<file path="config.mk">
export PLATFORM = sky130hd
export DESIGN_NAME = execute_sequencer_flat
export DESIGN_NICKNAME = d
export VERILOG_FILES = /design/src/rtl/exec_seq_pkg.sv /design/src/rtl/execute_sequencer_if.sv /design/src/rtl/exec_latency_counter.sv /design/src/rtl/execute_sequencer.sv /design/src/flat_wrapper.sv
export SDC_FILE = /design/constraint.sdc
export NUM_CORES = 1
export LEC_CHECK = 0
export ABC_AREA = 1
export CORE_AREA = 5 5 327 329
export DETAILED_ROUTE_END_ITERATION = 10
export DIE_AREA = 0 0 332 334
export PLACE_DENSITY = 0.41
export SKIP_LAST_GASP = 1
export SLEW_MARGIN = 20
export SYNTH_ARGS = -nofsm -noshare
export SYNTH_HDL_FRONTEND = slang
export SYNTH_SLANG_ARGS = --single-unit
</file>
<file path="constraint.sdc">
create_clock -name clk -period 25.6 [get_ports clk]
set_input_delay 5.12 -clock clk [delete_from_list [all_inputs] [get_ports clk]]
set_output_delay 5.12 -clock clk [all_outputs]
set_load 0.05 [all_outputs]
</file>
<file path="src/rtl/exec_seq_pkg.sv">
// Shared types, opcode constants and latency lookup for the execute sequencer.
package exec_seq_pkg;

  typedef enum logic [1:0] {IDLE, EXEC, HOLD} seq_state_e;

  localparam logic [6:0] OP_REG        = 7'b0110011;
  localparam logic [6:0] OP_REG32      = 7'b0111011;
  localparam logic [6:0] FUNCT7_MULDIV = 7'b0000001;

  typedef struct packed {
    logic [31:0] instruction;
    logic        jump_signal;
    logic        reg_write;
    logic        mem_write;
  } control_signals_struct;

  // RV64M ops take the multi-cycle path; instruction[14] is funct3[2] (0 = mul, 1 = div/rem).
  function automatic int unsigned op_latency(control_signals_struct ctrl,
                                             int unsigned mul_latency,
                                             int unsigned div_latency);
    logic [6:0] opc;
    opc = ctrl.instruction[6:0];
    if ((opc == OP_REG || opc == OP_REG32) && ctrl.instruction[31:25] == FUNCT7_MULDIV) begin
      return ctrl.instruction[14] ? div_latency : mul_latency;
    end
    return 1;
  endfunction

endpackage

</file>
<file path="src/rtl/execute_sequencer_if.sv">
// Decode, executor, EX/MEM and redirect signals of the execute sequencer.
interface execute_sequencer_if;
  import exec_seq_pkg::*;

  logic                  flush_in;
  logic                  id_valid;
  logic                  id_ready;
  control_signals_struct id_ctrl;
  logic [63:0]           id_pc;
  logic [63:0]           id_reg_a;
  logic [63:0]           id_reg_b;

  control_signals_struct op_ctrl;
  logic [63:0]           op_pc;
  logic [63:0]           op_reg_a;
  logic [63:0]           op_reg_b;

  logic                  exec_enable;
  logic                  exec_done;
  logic [63:0]           exec_alu_data;
  logic [63:0]           exec_target;
  control_signals_struct exec_ctrl;

  logic                  ex_valid;
  logic                  ex_ready;
  control_signals_struct ex_ctrl;
  logic [63:0]           ex_alu_data;
  logic [63:0]           ex_reg_b;

  logic                  redirect_valid;
  logic [63:0]           redirect_pc;
  logic                  flush_upstream;
  logic                  busy;

  modport master (
    input  flush_in, id_valid, id_ctrl, id_pc, id_reg_a, id_reg_b,
    input  exec_done, exec_alu_data, exec_target, exec_ctrl, ex_ready,
    output id_ready, op_ctrl, op_pc, op_reg_a, op_reg_b, exec_enable,
    output ex_valid, ex_ctrl, ex_alu_data, ex_reg_b,
    output redirect_valid, redirect_pc, flush_upstream, busy
  );

  modport slave (
    output flush_in, id_valid, id_ctrl, id_pc, id_reg_a, id_reg_b,
    output exec_done, exec_alu_data, exec_target, exec_ctrl, ex_ready,
    input  id_ready, op_ctrl, op_pc, op_reg_a, op_reg_b, exec_enable,
    input  ex_valid, ex_ctrl, ex_alu_data, ex_reg_b,
    input  redirect_valid, redirect_pc, flush_upstream, busy
  );

endinterface

</file>
<file path="src/rtl/exec_latency_counter.sv">
// Loadable down-counter tracking remaining executor enable cycles; clear wins over load.
module exec_latency_counter #(
  parameter int unsigned Width = 4
) (
  input  logic             clk,
  input  logic             reset,
  input  logic             load,
  input  logic [Width-1:0] load_val,
  input  logic             dec,
  input  logic             clear,
  output logic             zero
);

  logic [Width-1:0] cnt_q, cnt_d;

  always_comb begin
    cnt_d = cnt_q;
    if (clear) begin
      cnt_d = '0;
    end else if (load) begin
      cnt_d = load_val;
    end else if (dec && cnt_q != '0) begin
      cnt_d = cnt_q - 1'b1;
    end
  end

  always_ff @(posedge clk or posedge reset) begin
    if (reset) begin
      cnt_q <= '0;
    end else begin
      cnt_q <= cnt_d;
    end
  end

  assign zero = (cnt_q == '0);

endmodule

</file>
<file path="src/rtl/execute_sequencer.sv">
// Sequences one decoded op through the executor for its latency, holds the result in the
// EX/MEM register and issues a registered PC redirect for taken jumps/branches.
module execute_sequencer
  import exec_seq_pkg::*;
#(
  parameter int unsigned MUL_LATENCY = 3,
  parameter int unsigned DIV_LATENCY = 8
) (
  input logic                 clk,
  input logic                 reset,
  execute_sequencer_if.master bus
);

  localparam int unsigned MaxLat = (MUL_LATENCY > DIV_LATENCY) ? MUL_LATENCY : DIV_LATENCY;
  localparam int unsigned CntW   = $clog2(MaxLat + 1);

  seq_state_e state_q, state_d;

  control_signals_struct op_ctrl_q, ex_ctrl_q;
  logic [63:0] op_pc_q, op_reg_a_q, op_reg_b_q;
  logic [63:0] ex_alu_data_q, ex_reg_b_q, redirect_pc_q;
  logic        redirect_valid_q;

  logic            id_ready;
  logic            exec_enable;
  logic            accept;
  logic            finish;
  logic            cnt_zero;
  logic [CntW-1:0] cnt_load_val;

  always_comb begin
    cnt_load_val = CntW'(op_latency(bus.id_ctrl, MUL_LATENCY, DIV_LATENCY) - 1);
  end

  exec_latency_counter #(
    .Width(CntW)
  ) u_cnt (
    .clk     (clk),
    .reset   (reset),
    .load    (accept),
    .load_val(cnt_load_val),
    .dec     (exec_enable),
    .clear   (bus.flush_in),
    .zero    (cnt_zero)
  );

  // Output decode: the op visible during a redirect cycle is wrong-path, so it is refused.
  always_comb begin
    id_ready    = 1'b0;
    exec_enable = 1'b0;
    unique case (state_q)
      IDLE: id_ready = 1'b1;
      EXEC: exec_enable = 1'b1;
      HOLD: id_ready = bus.ex_ready && !redirect_valid_q;
      default: ;
    endcase
  end

  assign accept = bus.id_valid && id_ready && !bus.flush_in;
  assign finish = exec_enable && cnt_zero && bus.exec_done && !bus.flush_in;

  always_comb begin
    state_d = state_q;
    if (bus.flush_in) begin
      state_d = IDLE;
    end else begin
      unique case (state_q)
        IDLE: if (accept) state_d = EXEC;
        EXEC: if (finish) state_d = HOLD;
        HOLD: begin
          if (accept) begin
            state_d = EXEC;
          end else if (bus.ex_ready) begin
            state_d = IDLE;
          end
        end
        default: state_d = IDLE;
      endcase
    end
  end

  always_ff @(posedge clk or posedge reset) begin
    if (reset) begin
      state_q <= IDLE;
    end else begin
      state_q <= state_d;
    end
  end

  always_ff @(posedge clk or posedge reset) begin
    if (reset) begin
      op_ctrl_q        <= '0;
      op_pc_q          <= '0;
      op_reg_a_q       <= '0;
      op_reg_b_q       <= '0;
      ex_ctrl_q        <= '0;
      ex_alu_data_q    <= '0;
      ex_reg_b_q       <= '0;
      redirect_valid_q <= 1'b0;
      redirect_pc_q    <= '0;
    end else begin
      redirect_valid_q <= finish && bus.exec_ctrl.jump_signal;
      if (accept) begin
        op_ctrl_q  <= bus.id_ctrl;
        op_pc_q    <= bus.id_pc;
        op_reg_a_q <= bus.id_reg_a;
        op_reg_b_q <= bus.id_reg_b;
      end
      if (finish) begin
        ex_ctrl_q     <= bus.exec_ctrl;
        ex_alu_data_q <= bus.exec_alu_data;
        ex_reg_b_q    <= op_reg_b_q;
        if (bus.exec_ctrl.jump_signal) begin
          redirect_pc_q <= bus.exec_target;
        end
      end
    end
  end

  assign bus.id_ready       = id_ready;
  assign bus.exec_enable    = exec_enable;
  assign bus.busy           = (state_q != IDLE);
  assign bus.ex_valid       = (state_q == HOLD);
  assign bus.op_ctrl        = op_ctrl_q;
  assign bus.op_pc          = op_pc_q;
  assign bus.op_reg_a       = op_reg_a_q;
  assign bus.op_reg_b       = op_reg_b_q;
  assign bus.ex_ctrl        = ex_ctrl_q;
  assign bus.ex_alu_data    = ex_alu_data_q;
  assign bus.ex_reg_b       = ex_reg_b_q;
  assign bus.redirect_valid = redirect_valid_q;
  assign bus.redirect_pc    = redirect_pc_q;
  assign bus.flush_upstream = redirect_valid_q;

endmodule
</file>
<file path="src/flat_wrapper.sv">
// flat-port wrapper written by rule: the top's interface ports become plain ports
module execute_sequencer_flat import exec_seq_pkg::*;
#(
  parameter int unsigned MUL_LATENCY = 3,
  parameter int unsigned DIV_LATENCY = 8
)
  (clk, reset, bus_flush_in, bus_id_valid, bus_id_ctrl, bus_id_pc, bus_id_reg_a, bus_id_reg_b, bus_exec_done, bus_exec_alu_data, bus_exec_target, bus_exec_ctrl, bus_ex_ready, bus_id_ready, bus_op_ctrl, bus_op_pc, bus_op_reg_a, bus_op_reg_b, bus_exec_enable, bus_ex_valid, bus_ex_ctrl, bus_ex_alu_data, bus_ex_reg_b, bus_redirect_valid, bus_redirect_pc, bus_flush_upstream, bus_busy);
  execute_sequencer_if bus_i ();
  input logic clk;
  input logic reset;
  input wire logic [$bits(bus_i.flush_in)-1:0] bus_flush_in;
  input wire logic [$bits(bus_i.id_valid)-1:0] bus_id_valid;
  input wire logic [$bits(bus_i.id_ctrl)-1:0] bus_id_ctrl;
  input wire logic [$bits(bus_i.id_pc)-1:0] bus_id_pc;
  input wire logic [$bits(bus_i.id_reg_a)-1:0] bus_id_reg_a;
  input wire logic [$bits(bus_i.id_reg_b)-1:0] bus_id_reg_b;
  input wire logic [$bits(bus_i.exec_done)-1:0] bus_exec_done;
  input wire logic [$bits(bus_i.exec_alu_data)-1:0] bus_exec_alu_data;
  input wire logic [$bits(bus_i.exec_target)-1:0] bus_exec_target;
  input wire logic [$bits(bus_i.exec_ctrl)-1:0] bus_exec_ctrl;
  input wire logic [$bits(bus_i.ex_ready)-1:0] bus_ex_ready;
  output wire logic [$bits(bus_i.id_ready)-1:0] bus_id_ready;
  output wire logic [$bits(bus_i.op_ctrl)-1:0] bus_op_ctrl;
  output wire logic [$bits(bus_i.op_pc)-1:0] bus_op_pc;
  output wire logic [$bits(bus_i.op_reg_a)-1:0] bus_op_reg_a;
  output wire logic [$bits(bus_i.op_reg_b)-1:0] bus_op_reg_b;
  output wire logic [$bits(bus_i.exec_enable)-1:0] bus_exec_enable;
  output wire logic [$bits(bus_i.ex_valid)-1:0] bus_ex_valid;
  output wire logic [$bits(bus_i.ex_ctrl)-1:0] bus_ex_ctrl;
  output wire logic [$bits(bus_i.ex_alu_data)-1:0] bus_ex_alu_data;
  output wire logic [$bits(bus_i.ex_reg_b)-1:0] bus_ex_reg_b;
  output wire logic [$bits(bus_i.redirect_valid)-1:0] bus_redirect_valid;
  output wire logic [$bits(bus_i.redirect_pc)-1:0] bus_redirect_pc;
  output wire logic [$bits(bus_i.flush_upstream)-1:0] bus_flush_upstream;
  output wire logic [$bits(bus_i.busy)-1:0] bus_busy;
  assign bus_i.flush_in = bus_flush_in;
  assign bus_i.id_valid = bus_id_valid;
  assign bus_i.id_ctrl = bus_id_ctrl;
  assign bus_i.id_pc = bus_id_pc;
  assign bus_i.id_reg_a = bus_id_reg_a;
  assign bus_i.id_reg_b = bus_id_reg_b;
  assign bus_i.exec_done = bus_exec_done;
  assign bus_i.exec_alu_data = bus_exec_alu_data;
  assign bus_i.exec_target = bus_exec_target;
  assign bus_i.exec_ctrl = bus_exec_ctrl;
  assign bus_i.ex_ready = bus_ex_ready;
  assign bus_id_ready = bus_i.id_ready;
  assign bus_op_ctrl = bus_i.op_ctrl;
  assign bus_op_pc = bus_i.op_pc;
  assign bus_op_reg_a = bus_i.op_reg_a;
  assign bus_op_reg_b = bus_i.op_reg_b;
  assign bus_exec_enable = bus_i.exec_enable;
  assign bus_ex_valid = bus_i.ex_valid;
  assign bus_ex_ctrl = bus_i.ex_ctrl;
  assign bus_ex_alu_data = bus_i.ex_alu_data;
  assign bus_ex_reg_b = bus_i.ex_reg_b;
  assign bus_redirect_valid = bus_i.redirect_valid;
  assign bus_redirect_pc = bus_i.redirect_pc;
  assign bus_flush_upstream = bus_i.flush_upstream;
  assign bus_busy = bus_i.busy;
  execute_sequencer #(.MUL_LATENCY(MUL_LATENCY), .DIV_LATENCY(DIV_LATENCY)) u_core (.clk(clk), .reset(reset), .bus(bus_i));
endmodule
</file>
Word level (Yosys, flattened, before mapping)
Cells that the tools add are included.

storage, ports and cells
  register bits after elaboration = 461
  latch bits = 0
  bits of input ports = 396
  ROM bits = 0
  output and inout bits = 460
  memories = 0
  word-level logic and storage cells = 61
  RAM bits = 0

cells by class
  div/mod/pow operators = 0
  reduce and logical (&&, ||, !) cells = 19
  mux-type cells = 15
  equality and inequality tests = 8
  shift operators = 0
  add/sub/neg operators = 2
  magnitude comparators = 0
  multipliers = 0
  bitwise gates (word level) = 0

operator list
  cell                 number
  $mux 4               6
  $eq 7x6->1 const B   2
  $mux 2               5
  $logic_and 1x1->1    9
  $sub 4x1->4 const B  2
  $eq 7x1->1 const B   1
  $ne 3x2->1 const B   2
  $pmux 2 s3           1
  $logic_not 4->1      1
  $ne 4x3->1 const B   1
  $reduce_bool 4->1    1
  $reduce_and 3->1     1
  $reduce_bool 3->1    1
  $eq 2x1->1 const B   1
  $eq 2x2->1 const B   1
  $logic_not 1->1      2
  $logic_not 2->1      1
  $mux 1               2
  $pmux 1 s2           1
  $reduce_and 2->1     1
  $reduce_bool 2->1    1
  $logic_or 1x1->1     1

Depth between registers and ports, before layout
  word-level depth = 8
  gate-level depth with buffers = 12
  depth with buffers taken out = 11

By module
From an unflattened synthesis, not the netlist that was laid out.

second synthesis, totals
  cells, all modules = 1992
  area, all modules = 17705.7 um2

by module, submodules not included
  module                cells each  instances  area an instance (um2)  seq. area each (um2)
  execute_sequencer     1952        1          17407.9                 11436.0
  exec_latency_counter  40          1          297.8                   100.1

Worst setup path before layout
Ideal clock, no wire load.

  kind = input -> output
  start point = in bus_ex_ready
  end point = out bus_id_ready
  path buffers = 0
  slack = 14.958 ns
  arrival time = 5.522 ns
  data required time = 20.480 ns
  cell stages on the path = 2
  cell sequence = nand2_1 nand2_1

between the ends
  cells in the longest elaborated chain, start to end = 2

ends and longest elaborated chain
  what               line                     text
  start, declared    flat_wrapper.sv:21       input wire logic [$bits(bus_i.ex_ready)-1:0] bus_ex_ready;
  $logic_and 1x1->1  execute_sequencer.sv:54  HOLD: id_ready = bus.ex_ready && !redirect_valid_q;
  $pmux 1 s2         execute_sequencer.sv:51  unique case (state_q)
  end, declared      flat_wrapper.sv:22       output wire logic [$bits(bus_i.id_ready)-1:0] bus_id_ready;

No other way between the ends.

Final worst setup path
Same ends and word-level chain as after synthesis.

==> flow_summary.json <==
{
  "status": "completed",
  "rsz0062_at_grt": "false",
  "grt_total_usage_pct": 13.3,
  "power.share.combinational_pct": 49.1,
  "hold_path.class": "register to register",
  "cp.required_ps": 20480,
  "min_delay_worst_endpoint": "u_core.bus.ex_alu_data[10]",
  "count_of_flip_flops_with_a_built_in_enable_after_synthesis": 0,
  "fp.dieW_um": 332,
  "drtPass1Iterations": 5,
  "post-route-worst-setup-slack_ps": 13800,
  "tritoncts_clock_tree": "yes",
  "gp_congestion": 0.773,
  "power.density_cell_area_mw_per_mm2": 129,
  "worst-endpoint-arrival_ps": 6680,
  "ys_ff_latch": 461,
  "finalSetupViolCount": 0,
  "synth_cell_type_count": 19,
  "via_count": 15500,
  "drc_errors": 0,
  "number_of_violations_of_the_max_capacitance_limit": 0,
  "cts_buffers": 57,
  "drt.antenna.violating_nets": 0,
  "drt-wirelength-per-cell_um": 18.3,
  "timing_worst_slew_pin_value_ps": 945,
  "synth-async-reset-ratio_pct": 100,
  "grt_first_pass_wirelength_um": 112000,
  "power.static_leakage_nw": 13.7,
  "initial_standard_cell_utilization_of_the_core_pct": 17.0,
  "cts_hold_repair.buffers": 0,
  "layout_area_growth_over_synthesis_pct": 66.9,
  "ff2ff_setup_slack_ps": 22050,
  "synth_area_per_cell_sq_um": 8.99,
  "share_clk_of_total_power_pct": 21.2,
  "worstSetupEndpointType": "output port",
  "period_needed_ps": 11800,
  "grt_start_max_net_pins": 151,
  "synth.most_common_cell": "nand2_1",
  "holdCritStartpoint": "u_core.bus.ex_alu_data[10]",
  "synth.top_cell.area_share_pct": 65.8,
  "io-pin-count": 856,
  "synthesis.nets": 2346,
  "timing.fmax_ghz": 0.0847,
  "worst-path-max-fanout": 2,
  "fp.dieH_um": 334,
  "fp.dieArea_sq_mm": 0.111,
  "placementRows": 118,
  "cts.clk_slew.worst_paths_ps": 60,
  "whs_path_depth": 2,
  "finalWirelength_um": 77000,
  "timing.final.max_slew_violations": 0,
  "setup_tns_ps": 0,
  "synth_sequential_area_ratio_pct": 65.8,
  "rr_worst_depth": 8,
  "port-buffer-count": 855,
  "clock-skew-final_ps": 24.6,
  "place.detailed.hpwl_um": 55700,
  "power_internal_mw": 2.02,
  "post_cts_resize_count": 0,
  "irDropWorstVdd_v": 0.0000682,
  "clk_path_buf_depth": 3,
  "synthFlopType": "dfrtp_1",
  "drive_gt1_share_pct": 4.15,
  "post_synthesis_instance_area_sq_mm": 0.0175,
  "nature_of_the_critical_path_startpoint": "input port",
  "synth_cells": 1950,
  "place_area_sq_mm": 0.0274,
  "number_of_antenna_violations_at_the_first_check_in_global_routing": 10,
  "grt_remaining_overflow": 0,
  "p_sw_share_pct": 46.5,
  "post_synth_most_frequent_cells": "1168 x nand2_1, 461 x dfrtp_1, 112 x o21ai_0",
  "rr_endpoint": "u_core.bus.op_reg_a[33]",
  "yosys.area.top_type": "dfrtp_1",
  "seqPwrFrac_pct": 29.7,
  "crit_type": "input port to output port",
  "netSwitchingPower_mw": 1.76,
  "max_slew_margin_pct": 37.0,
  "worstReg2RegStart": "u_core.bus.flush_upstream",
  "postCtsSetupRepairBufs": 0,
  "first_global_vias": 16000,
  "share_of_the_clock_period_used_by_the_worst_path_after_layout_pct": 46.1,
  "number_of_clock_sinks": 461,
  "timing_hold_violations_final": 0,
  "maximum_level_of_the_cts_h_tree": 2,
  "viasPerCell": 3.67,
  "core-area_sq_mm": 0.103,
  "final_cell_area_sq_mm": 0.0293,
  "clock_latency_late_sink_ps": 630,
  "pre_cts_slack_ps": 13790,
  "ctsRootBufferMaster": "clkbuf_16",
  "yosys-top-cells-area": "dfrtp_1 66%, nand2_1 25%, o21ai_0 3.2%",
  "finalNetCount": 3174,
  "drt-initial-drc-count": 806,
  "ys_warn_count": 0
}
[layout by cell type (no fill, tap or decap), types with 2 or more instances in the layout]
cell             synthesis  final
clkbuf_16                0     57
clkbuf_8                 0      9
nand2_1               1168   1168
clkinv_8                 0      2
dfrtp_1                461    461
nand3_1                  9      9
clkdlybuf4s50_1          0    855
o21ai_0                112    112
clkinvlp_4               0      4
nor2_1                  14     14
clkinv_2                 0     12
inv_1                   69     68
nand2_8                  0      2
bufinv_16                0      3
inv_2                    5      3
nand4_1                  2      2
nor2_2                   2      2
inv_8                    0      2
diode_2                  0      5
clkbuf_1                18     12
buf_4                   14     12
inv_6                    0      2
buf_12                   0      2
o31ai_1                  2      2
[worst max-delay path, cell delays in order]
cell and delay [ps]:
clkdlybuf4s50_1 480, nand2_1 60, nand2_1 180, clkdlybuf4s50_1 850
[per-stage QoR]
stage          std cells  util [%]  hold slack, ps  total power [mW]
4_1_cts             4201      28.3             480              3.85
6_report            4206      28.3             473              3.78
2_1_floorplan       1950         -             449              2.26
3_3_place_gp        4099      26.6             461              3.01
5_1_grt             4206      28.3             487              3.97
3_5_place_dp        4099      26.6             464              3.01
[layout make-up]
class / instances / area [sq um]
clock inverter: 24 / 239
inverter: 74 / 295
timing repair buffer: 869 / 8690
tap: 1380 / 1730
antenna: 5 / 12.5
sequential: 461 / 11500
clock buffer: 78 / 1600
multi-input combinational: 1315 / 5160
fill: 11000 / 73900
[layer usage]
layer	global-route usage [%]	part of all wire [%]
met1	14.7	38
met2	23.7	51
met3	4.77	8.1
met4	4.45	3.0
met5	0	0.061
[flip-flops by register name, summed over array words and instances, names as in the netlist]
name	count
u_core.bus.op_pc	64
u_core.u_cnt.cnt_q	4
u_core.state_q	2
u_core.bus.flush_upstream	1
u_core.bus.op_reg_b	64
u_core.bus.ex_alu_data	64
u_core.bus.ex_ctrl	35
u_core.bus.ex_reg_b	64
u_core.bus.redirect_pc	64
u_core.bus.op_reg_a	64
u_core.bus.op_ctrl	35
[worst max-delay path by stage]
stage / endpoint / slack (ps) / start
detailed placement: bus_id_ready / 13790 / bus_ex_ready
global placement: bus_id_ready / 13760 / bus_ex_ready
floorplan: u_core.bus.ex_alu_data[0] / 7630 / reset
finish: bus_id_ready / 13800 / bus_ex_ready
CTS: bus_id_ready / 13790 / bus_ex_ready
global route: bus_id_ready / 13780 / bus_ex_ready
[power groups by stage]
stage / logic [mW] / clock network, mW / registers [mW]
2_1_floorplan: 0.257 / 0 / 2.01
3_3_place_gp: 1.89 / 0 / 1.13
3_5_place_dp: 1.88 / 0 / 1.13
4_1_cts: 1.89 / 0.843 / 1.12
5_1_grt: 1.95 / 0.868 / 1.15
6_report: 1.86 / 0.804 / 1.12
[logic make-up after synthesis]
| logic type | share of synthesized area (%) |
|---|---|
| flip-flops | 65.8 |
| AND/OR/NAND/NOR | 25.9 |
| buffers and inverters | 4.88 |
| AO/OA/AOI/OAI | 3.36 |
Power figures use the tool's default switching activity.
